## config.mk

```make
export PLATFORM = sky130hd
export DESIGN_NAME = demux_rr_feeder
export DESIGN_NICKNAME = d
export VERILOG_FILES = /design/src/rtl/demux_pkg.sv /design/src/rtl/demux_rr_feeder_pick.sv /design/src/rtl/demux_rr_feeder.sv
export SDC_FILE = /design/constraint.sdc
export NUM_CORES = 1
export LEC_CHECK = 0
export BUFFER_PORTS_ARGS = -buffer_cell sky130_fd_sc_hd__buf_2
export CORE_MARGIN = 1.5
export CORE_UTILIZATION = 45
export DETAILED_ROUTE_END_ITERATION = 8
export GPL_TIMING_DRIVEN = 0
export PLACE_DENSITY = 0.7
export RECOVER_POWER = 25
export SETUP_SLACK_MARGIN = 0.1
export SYNTH_ARGS = -nofsm -noshare
export SYNTH_HDL_FRONTEND = slang
export SYNTH_SLANG_ARGS = --single-unit
```

## constraint.sdc

```tcl
create_clock -name clk -period 1.5 [get_ports clk]
set_input_delay 0.3 -clock clk [delete_from_list [all_inputs] [get_ports clk]]
set_output_delay 0.3 -clock clk [all_outputs]
set_load 0.01 [all_outputs]
```

## src/rtl/demux_pkg.sv

```systemverilog
// Shared constants for the 1-to-4 demux stage and its round-robin feeder.
package demux_pkg;
   localparam int   DEMUX_CH = 4;
   localparam int   SEL_W    = 2;
   localparam logic ST_IDLE  = 1'b0;
   localparam logic ST_HOLD  = 1'b1;
endpackage

```

## src/rtl/demux_rr_feeder_pick.sv

```systemverilog
// Round-robin channel picker: first unmasked channel after last_sel, wrapping 3->0.
module rr_pick4
   import demux_pkg::*;
(
   input  logic [SEL_W-1:0]    last_sel,
   input  logic [DEMUX_CH-1:0] mask,
   output logic [SEL_W-1:0]    pick,
   output logic                any_en
);

   logic [SEL_W-1:0] idx;
   logic             found;

   // Offsets 1..4 so that last_sel itself is the final candidate.
   always_comb begin
      pick  = last_sel;
      found = 1'b0;
      idx   = '0;
      for (int i = 1; i <= DEMUX_CH; i++) begin
         idx = last_sel + SEL_W'(i);
         if (!found && !mask[idx]) begin
            pick  = idx;
            found = 1'b1;
         end
      end
   end

   assign any_en = ~&mask;

endmodule

```

## src/rtl/demux_rr_feeder.sv

```systemverilog
// Valid/ready feeder that holds each word on dout/sel for HOLD_CYCLES clocks, rotating channels.
// DEMUX_FEEDER_B2B_EN: accept the next word in the last hold cycle, removing the idle gap.
module demux_rr_feeder
   import demux_pkg::*;
#(
   parameter int DATA_WIDTH  = 2,
   parameter int HOLD_CYCLES = 4
)(
   input  logic                  clk,
   input  logic                  rst_n,
   input  logic [DATA_WIDTH-1:0] in_data,
   input  logic                  in_valid,
   output logic                  in_ready,
   input  logic [DEMUX_CH-1:0]   skip_mask,
   output logic [DATA_WIDTH-1:0] dout,
   output logic [SEL_W-1:0]      sel,
   output logic                  dout_valid
);

   localparam int             CNT_W    = $clog2(HOLD_CYCLES + 1);
   localparam logic [CNT_W-1:0] CNT_INIT = CNT_W'(HOLD_CYCLES - 1);

   logic                  state_q;
   logic [CNT_W-1:0]      cnt_q;
   logic [DATA_WIDTH-1:0] dout_q;
   logic [SEL_W-1:0]      sel_q;
   logic                  vld_q;
   logic [SEL_W-1:0]      last_sel_q;

   logic [SEL_W-1:0]      pick_last;
   logic [SEL_W-1:0]      pick_ch;
   logic                  any_en;
   logic                  hold_done;
   logic                  xfer;

   assign hold_done = (cnt_q == '0);
   // In HOLD the only possible transfer is the back-to-back one, which rotates from the word on the bus.
   assign pick_last = (state_q == ST_HOLD) ? sel_q : last_sel_q;

   rr_pick4 u_pick (
      .last_sel (pick_last),
      .mask     (skip_mask),
      .pick     (pick_ch),
      .any_en   (any_en)
   );

   always_comb begin
      in_ready = 1'b0;
      if (state_q == ST_IDLE) begin
         in_ready = any_en;
      end
`ifdef DEMUX_FEEDER_B2B_EN
      else if (hold_done) begin
         in_ready = any_en;
      end
`endif
   end

   assign xfer = in_valid && in_ready;

   always_ff @(posedge clk or negedge rst_n) begin
      if (!rst_n) begin
         state_q    <= ST_IDLE;
         cnt_q      <= '0;
         dout_q     <= '0;
         sel_q      <= '0;
         vld_q      <= 1'b0;
         last_sel_q <= SEL_W'(DEMUX_CH - 1);
      end else begin
         case (state_q)
            ST_IDLE: begin
               if (xfer) begin
                  dout_q  <= in_data;
                  sel_q   <= pick_ch;
                  vld_q   <= 1'b1;
                  cnt_q   <= CNT_INIT;
                  state_q <= ST_HOLD;
               end
            end
            default: begin
               if (hold_done) begin
                  last_sel_q <= sel_q;
                  if (xfer) begin
                     dout_q <= in_data;
                     sel_q  <= pick_ch;
                     cnt_q  <= CNT_INIT;
                  end else begin
                     dout_q  <= '0;
                     vld_q   <= 1'b0;
                     state_q <= ST_IDLE;
                  end
               end else begin
                  cnt_q <= cnt_q - 1'b1;
               end
            end
         endcase
      end
   end

   assign dout       = dout_q;
   assign sel        = sel_q;
   assign dout_valid = vld_q;

endmodule
```

### Word-level counts from Yosys, hierarchy flattened

Index checks and enable logic that the tools add are counted.

| word-level totals | value |
|---|---|
| output and inout bits | 6 |
| logic and storage cells | 66 |
| register bits after elaboration | 11 |
| bits of input ports | 9 |

| cells by class | value |
|---|---|
| $add $sub $neg | 4 |
| eq/ne operators | 2 |
| reduce and logical (&&, ||, !) cells | 16 |
| magnitude comparators | 4 |
| muxes and demuxes | 34 |

Operators by type and width:

| cell | count |
|---|---|
| 2-to-1 mux 2 bit | 12 |
| 2-to-1 mux 1 bit | 15 |
| less-than comparator 2 x 3 -> 1 bit, second input constant | 4 |
| 2-to-1 mux 3 bit | 3 |
| binary-select mux 1 bit (select 2 bit) | 4 |
| zero test 1 bit | 6 |
| adder 2 bit, second input constant | 2 |
| logical AND 1 bit | 4 |
| AND reduction 2 bit | 2 |
| AND reduction 4 bit | 1 |
| zero test 3 bit | 1 |
| AND reduction 3 bit | 1 |
| subtractor 3 x 1 -> 3 bit, second input constant | 1 |
| adder 2 x 1 -> 2 bit, second input constant | 1 |
| != test 2 x 1 -> 1 bit, second input constant | 1 |
| != test 2 bit, second input constant | 1 |
| nonzero test 2 bit | 1 |

### Depth between registers and ports, before layout

| logic depth | value |
|---|---|
| depth in word-level cells | 16 |
| mapped depth | 6 |
| gate-level depth less buffers | 6 |

### Hierarchy

Synthesis repeated with hierarchy kept, for this count alone.

| unflattened totals | value |
|---|---|
| cell total of the unflattened synthesis | 62 |
| area total of the unflattened synthesis | 646.9 µm² |

Modules (own cells, without submodules):

| module | times used | cells each | sequential area each (µm²) | area each (µm²) |
|---|---|---|---|---|
| demux_rr_feeder | 1 | 50 | 277.8 | 576.8 |
| rr_pick4 | 1 | 12 | 0.0 | 70.1 |

### Worst setup path after synthesis

No wires, ideal clock.

| path | value |
|---|---|
| path type | register to register |
| start | reg state_q |
| end | reg sel_q[1] (netlist: sel[1]) |
| path buffers | 1 |
| stages on the path, launching flop included | 6 |
| data required time | 1.396 ns |
| slack | -0.032 ns |
| period minus slack after synthesis | 1.532 ns |
| library setup time | 0.104 ns |
| arrival time | 1.429 ns |
| cells stage by stage | dfrtp_1 -> buf_6 -> mux2i_2 -> and3_1 -> o31a_1 -> o41ai_2 |

| between the ends | value |
|---|---|
| longest elaborated chain between the ends | 16 |
| elaborated cells on any way between the ends | 33 |
| those cells by class | 3 x add/sub; 1 x eq/ne; 20 x mux; 9 x reduce/logical |

RTL lines:

| element | RTL line | source |
|---|---|---|
| start: declaration | demux_rr_feeder.sv:23 | `logic state_q;` |
| start signal: assignment | demux_rr_feeder.sv:63 | `state_q <= ST_IDLE;` |
| start signal: assignment | demux_rr_feeder.sv:77 | `state_q <= ST_HOLD;` |
| start signal: assignment | demux_rr_feeder.sv:90 | `state_q <= ST_IDLE;` |
| 2-to-1 mux 2 bit | demux_rr_feeder.sv:38 | `assign pick_last = (state_q == ST_HOLD) ? sel_q : last_sel_q;` |
| adder 2 bit | demux_rr_feeder_pick.sv:20 | `idx = last_sel + SEL_W'(i);` |
| binary-select mux 1 bit (select 2 bit) | demux_rr_feeder_pick.sv:21 | `if (!found && !mask[idx]) begin` |
| 2-to-1 mux 1 bit (implied by the code) | demux_rr_feeder_pick.sv:21 |  |
| zero test 1 bit | demux_rr_feeder_pick.sv:21 |  |
| logical AND 1 bit | demux_rr_feeder_pick.sv:21 |  |
| 2-to-1 mux 1 bit | demux_rr_feeder_pick.sv:21 |  |
| zero test 1 bit | demux_rr_feeder_pick.sv:21 |  |
| logical AND 1 bit | demux_rr_feeder_pick.sv:21 |  |
| 2-to-1 mux 1 bit | demux_rr_feeder_pick.sv:21 |  |
| zero test 1 bit | demux_rr_feeder_pick.sv:21 |  |
| logical AND 1 bit | demux_rr_feeder_pick.sv:21 |  |
| 2-to-1 mux 2 bit | demux_rr_feeder_pick.sv:21 |  |
| 2-to-1 mux 2 bit | demux_rr_feeder.sv:72, demux_rr_feeder.sv:83 |  |
| 2-to-1 mux 2 bit | demux_rr_feeder.sv:81 | `if (hold_done) begin` |
| 2-to-1 mux 2 bit | demux_rr_feeder.sv:70 | `case (state_q)` |
| end signal: assignment | demux_rr_feeder.sv:74 | `sel_q <= pick_ch;` |
| end signal: assignment | demux_rr_feeder.sv:85 | `sel_q <= pick_ch;` |
| end: declaration | demux_rr_feeder.sv:26 | `logic [SEL_W-1:0] sel_q;` |

Several ways; a longest one is shown, not always the timed one. The select of a mux whose other input is x is not followed.
A chain may end at the register's enable or synchronous reset.

### Worst setup path after layout

Ends and elaborated chain as after synthesis.

==> reports/qor.yml <==
status:
  status: "finished clean"
placed_design:
  placedInstanceArea_um2: 723
  portBuffers: 14
  hpwl_um: 865
  gp_congestion: 0.738
yosys:
  syn-num-nets: 72
  yosysTopAreaCell: "dfrtp_1"
  synth_area_leaders: "dfrtp_1 (36%), dfstp_2 (8.4%), mux2_2 (7.2%)"
  synthTopCellsByCount: "nand2_1 (11), dfrtp_1 (9), o21ai_0 (5)"
  yosysMostFrequentCell: "nand2_1"
  synth_flop_cell: "dfrtp_1"
  avgSynthCellArea_um2: 10.3
  seq_area_frac_synth_pct: 44.4
  netlist_instances: 61
  async_flop_share_pct: 100
  synth_edf_count: 0
  yosysUniqueCellTypes: 24
  syn-cell-area_um2: 626
  synth_seq_cells: 11
  synth_top_area_share_pct: 36.0
  ys_warn_count: 0
setup_path:
  cp-start-kind: "flop"
  crit_fanout: 5
  r2r_end: "sel[1]"
  crit_path_cell_trace: "buf_6, mux2i_4, and3_1, o31a_1, o41ai_2"
  cp_slowest_stage_delay_ns: 0.37
  r2r_cells: 5
  cp.required_ns: 1.67
  slowest_stage: "dfrtp_1"
  cp-end-kind: "flop"
  critPathBufInv: 1
  regToRegStartpoint: "state_q"
  arrival_ns: 1.59
  critPathTopFamily: "compound AO/OA/AOI/OAI gates"
  critPathKind: "flop to flop"
  ff2ff_setup_slack_ns: 0.07
grt:
  antenna_found_initial: 0
  track_usage_pct: 17.5
  grt_max_degree: 12
  grt_pass1_vias: 398
  grt_pass1_wl_um: 1840
  grt-ovfl-total: 0
floorplan:
  die_area_um2: 1620
  die_w_um: 40.3
  die_y_um: 40.3
  pin_count: 15
  start_util_pct: 48.1
  core.rowCount: 13
  core-area_um2: 1300
timing:
  finalMaxSlewViolations: 0
  period_share_pct: 95.1
  worst_slew_margin_rel_pct: 60.7
  rsz0062_at_grt: "yes"
  finalHoldViolations: 0
  fin_crit_ns: 1.43
  fmax_ghz: 0.701
  setup_tns_ns: 0
  setup_viol: 0
  worst_pin_slew_ns: 0.589
  skew_ns: 0.00134
clock_tree:
  cts.sinks: 11
  cts_buffer_depth: 2
  clk_latency_ns: 0.26
  clock-root-buffer: "clkbuf_4"
  cts_inserted_buffers: 3
  htree_levels: 1
  cts_tree: "built"
  clk_pin_slew_worst_paths_ns: 0.07
route:
  wire_per_inst_um: 12.8
  post-route-drc-count: 0
  antenna_left: 0
  first_pass_iters: 4
  drtIter0Drc: 7
  via_per_inst: 5.39
  finalWirelength_um: 1270
  via_count: 534
pwr:
  power_density_nw_per_um2: 2210
  p_total_w: 0.00180
  power.leakage_nw: 0.394
  ir_drop_v: 0.00111
finish:
  regArea_um2: 278
  final_area_um2: 815
  nFillCells: 125
  area_delta_synth_final_pct: 30.2
  multi_input_area_um2: 357
  fin_nets: 96
  drive_gt1_share_pct: 38.1
  diodes: 0
min_path:
  worstHoldEndpoint: "dout[1]"
  hold_path.class: "input pin to flop"
  worstHoldStart: "in_data[1]"
  min_path_cells: 3
job:
  maxCapViolCount: 0
how the worst max path moves through the flow:
stage,from,endpoint,slack (ns),cells past startpoint
CTS,state_q,sel[1],0.02,5
global route,state_q,in_ready,-0.004,3
detailed placement,state_q,sel[1],-0.05,5
global placement,state_q,sel[1],-0.04,5
finish,state_q,sel[1],0.07,5
floorplan,state_q,sel[1],0.03,4
worst reg2reg max path: stages (launching register included):
cell and delay [ns]:
dfrtp_1 0.37, buf_6 0.14, mux2i_4 0.19, and3_1 0.15
o31a_1 0.30, o41ai_2 0.18
flip-flops by register name, summed over array words and instances, names as in the netlist:
| name | count |
|---|---|
| sel | 2 |
| state_q | 1 |
| dout | 2 |
| dout_valid | 1 |
| cnt_q | 3 |
| last_sel_q | 2 |
cell type report:
class                   instances  share of cell area [%]
clock buffers                   4                    3.23
inverters                       3                    1.38
multi-input cells              46                    43.8
well taps                      15                    2.30
repair buffers                 19                    13.8
plain buffers                   1                    1.38
flip-flops and latches         11                    34.1
per-layer routing:
| metal | share of wire (%) | routed length [um] | global-route usage, % | vias up |
|---|---|---|---|---|
| li1 | - | - | - | 265 |
| met1 | 49 | 626 | 26.0 | 256 |
| met2 | 46 | 584 | 25.8 | 13 |
| met3 | 4.7 | 60 | 1.67 | 0 |
| met4 | 0 | 0 | 7.50 | 0 |
| met5 | 0 | 0 | 0 | - |
per-stage QoR:
| stage | hold WS [ns] | worst slack, ns | instances | utilization (%) |
|---|---|---|---|---|
| 2_1_floorplan | 0.00441 | 0.0329 | 61 | - |
| 3_3_place_gp | 0.175 | -0.0443 | 90 | 55.6 |
| 3_5_place_dp | 0.179 | -0.0507 | 90 | 55.6 |
| 4_1_cts | 0.219 | 0.0237 | 97 | 60.7 |
| 5_1_grt | 0.228 | -0.00426 | 99 | 62.6 |
| 6_report | 0.224 | 0.0734 | 99 | 62.6 |
cells by family after synthesis:
family | share of synthesized area (%)
xor gates and xnor gates | 2.80
and+or+nand+nor | 15.2
muxes | 15.8
AOI/OAI and AO/OA | 14.2
buffers and inverters | 3.60
DFF | 44.4
adders and majority gates | 4.00
timing repair:
action,CTS,global route
hold buffers,1,0
setup endpoints to repair,4,6
hold endpoints to repair,9,0
gates resized for setup,4,5
pin swaps,0,5
setup buffers,2,2
gates cloned,0,0
cells in the final DEF, fill, tap and decap left out, types with 3 or more instances in the layout:
master,count
inv_1,3
nand3_1,4
clkbuf_4,3
dfrtp_1,9
buf_2,13
nand2_1,11
mux2i_1,3
buf_4,3
power by group:
group,internal (W),switching [W]
clock,0.000103,0.0000965
combinational,0.000547,0.000469
sequential,0.000459,0.000126
total,0.00111,0.000692
(Power assumes the default switching activity.)
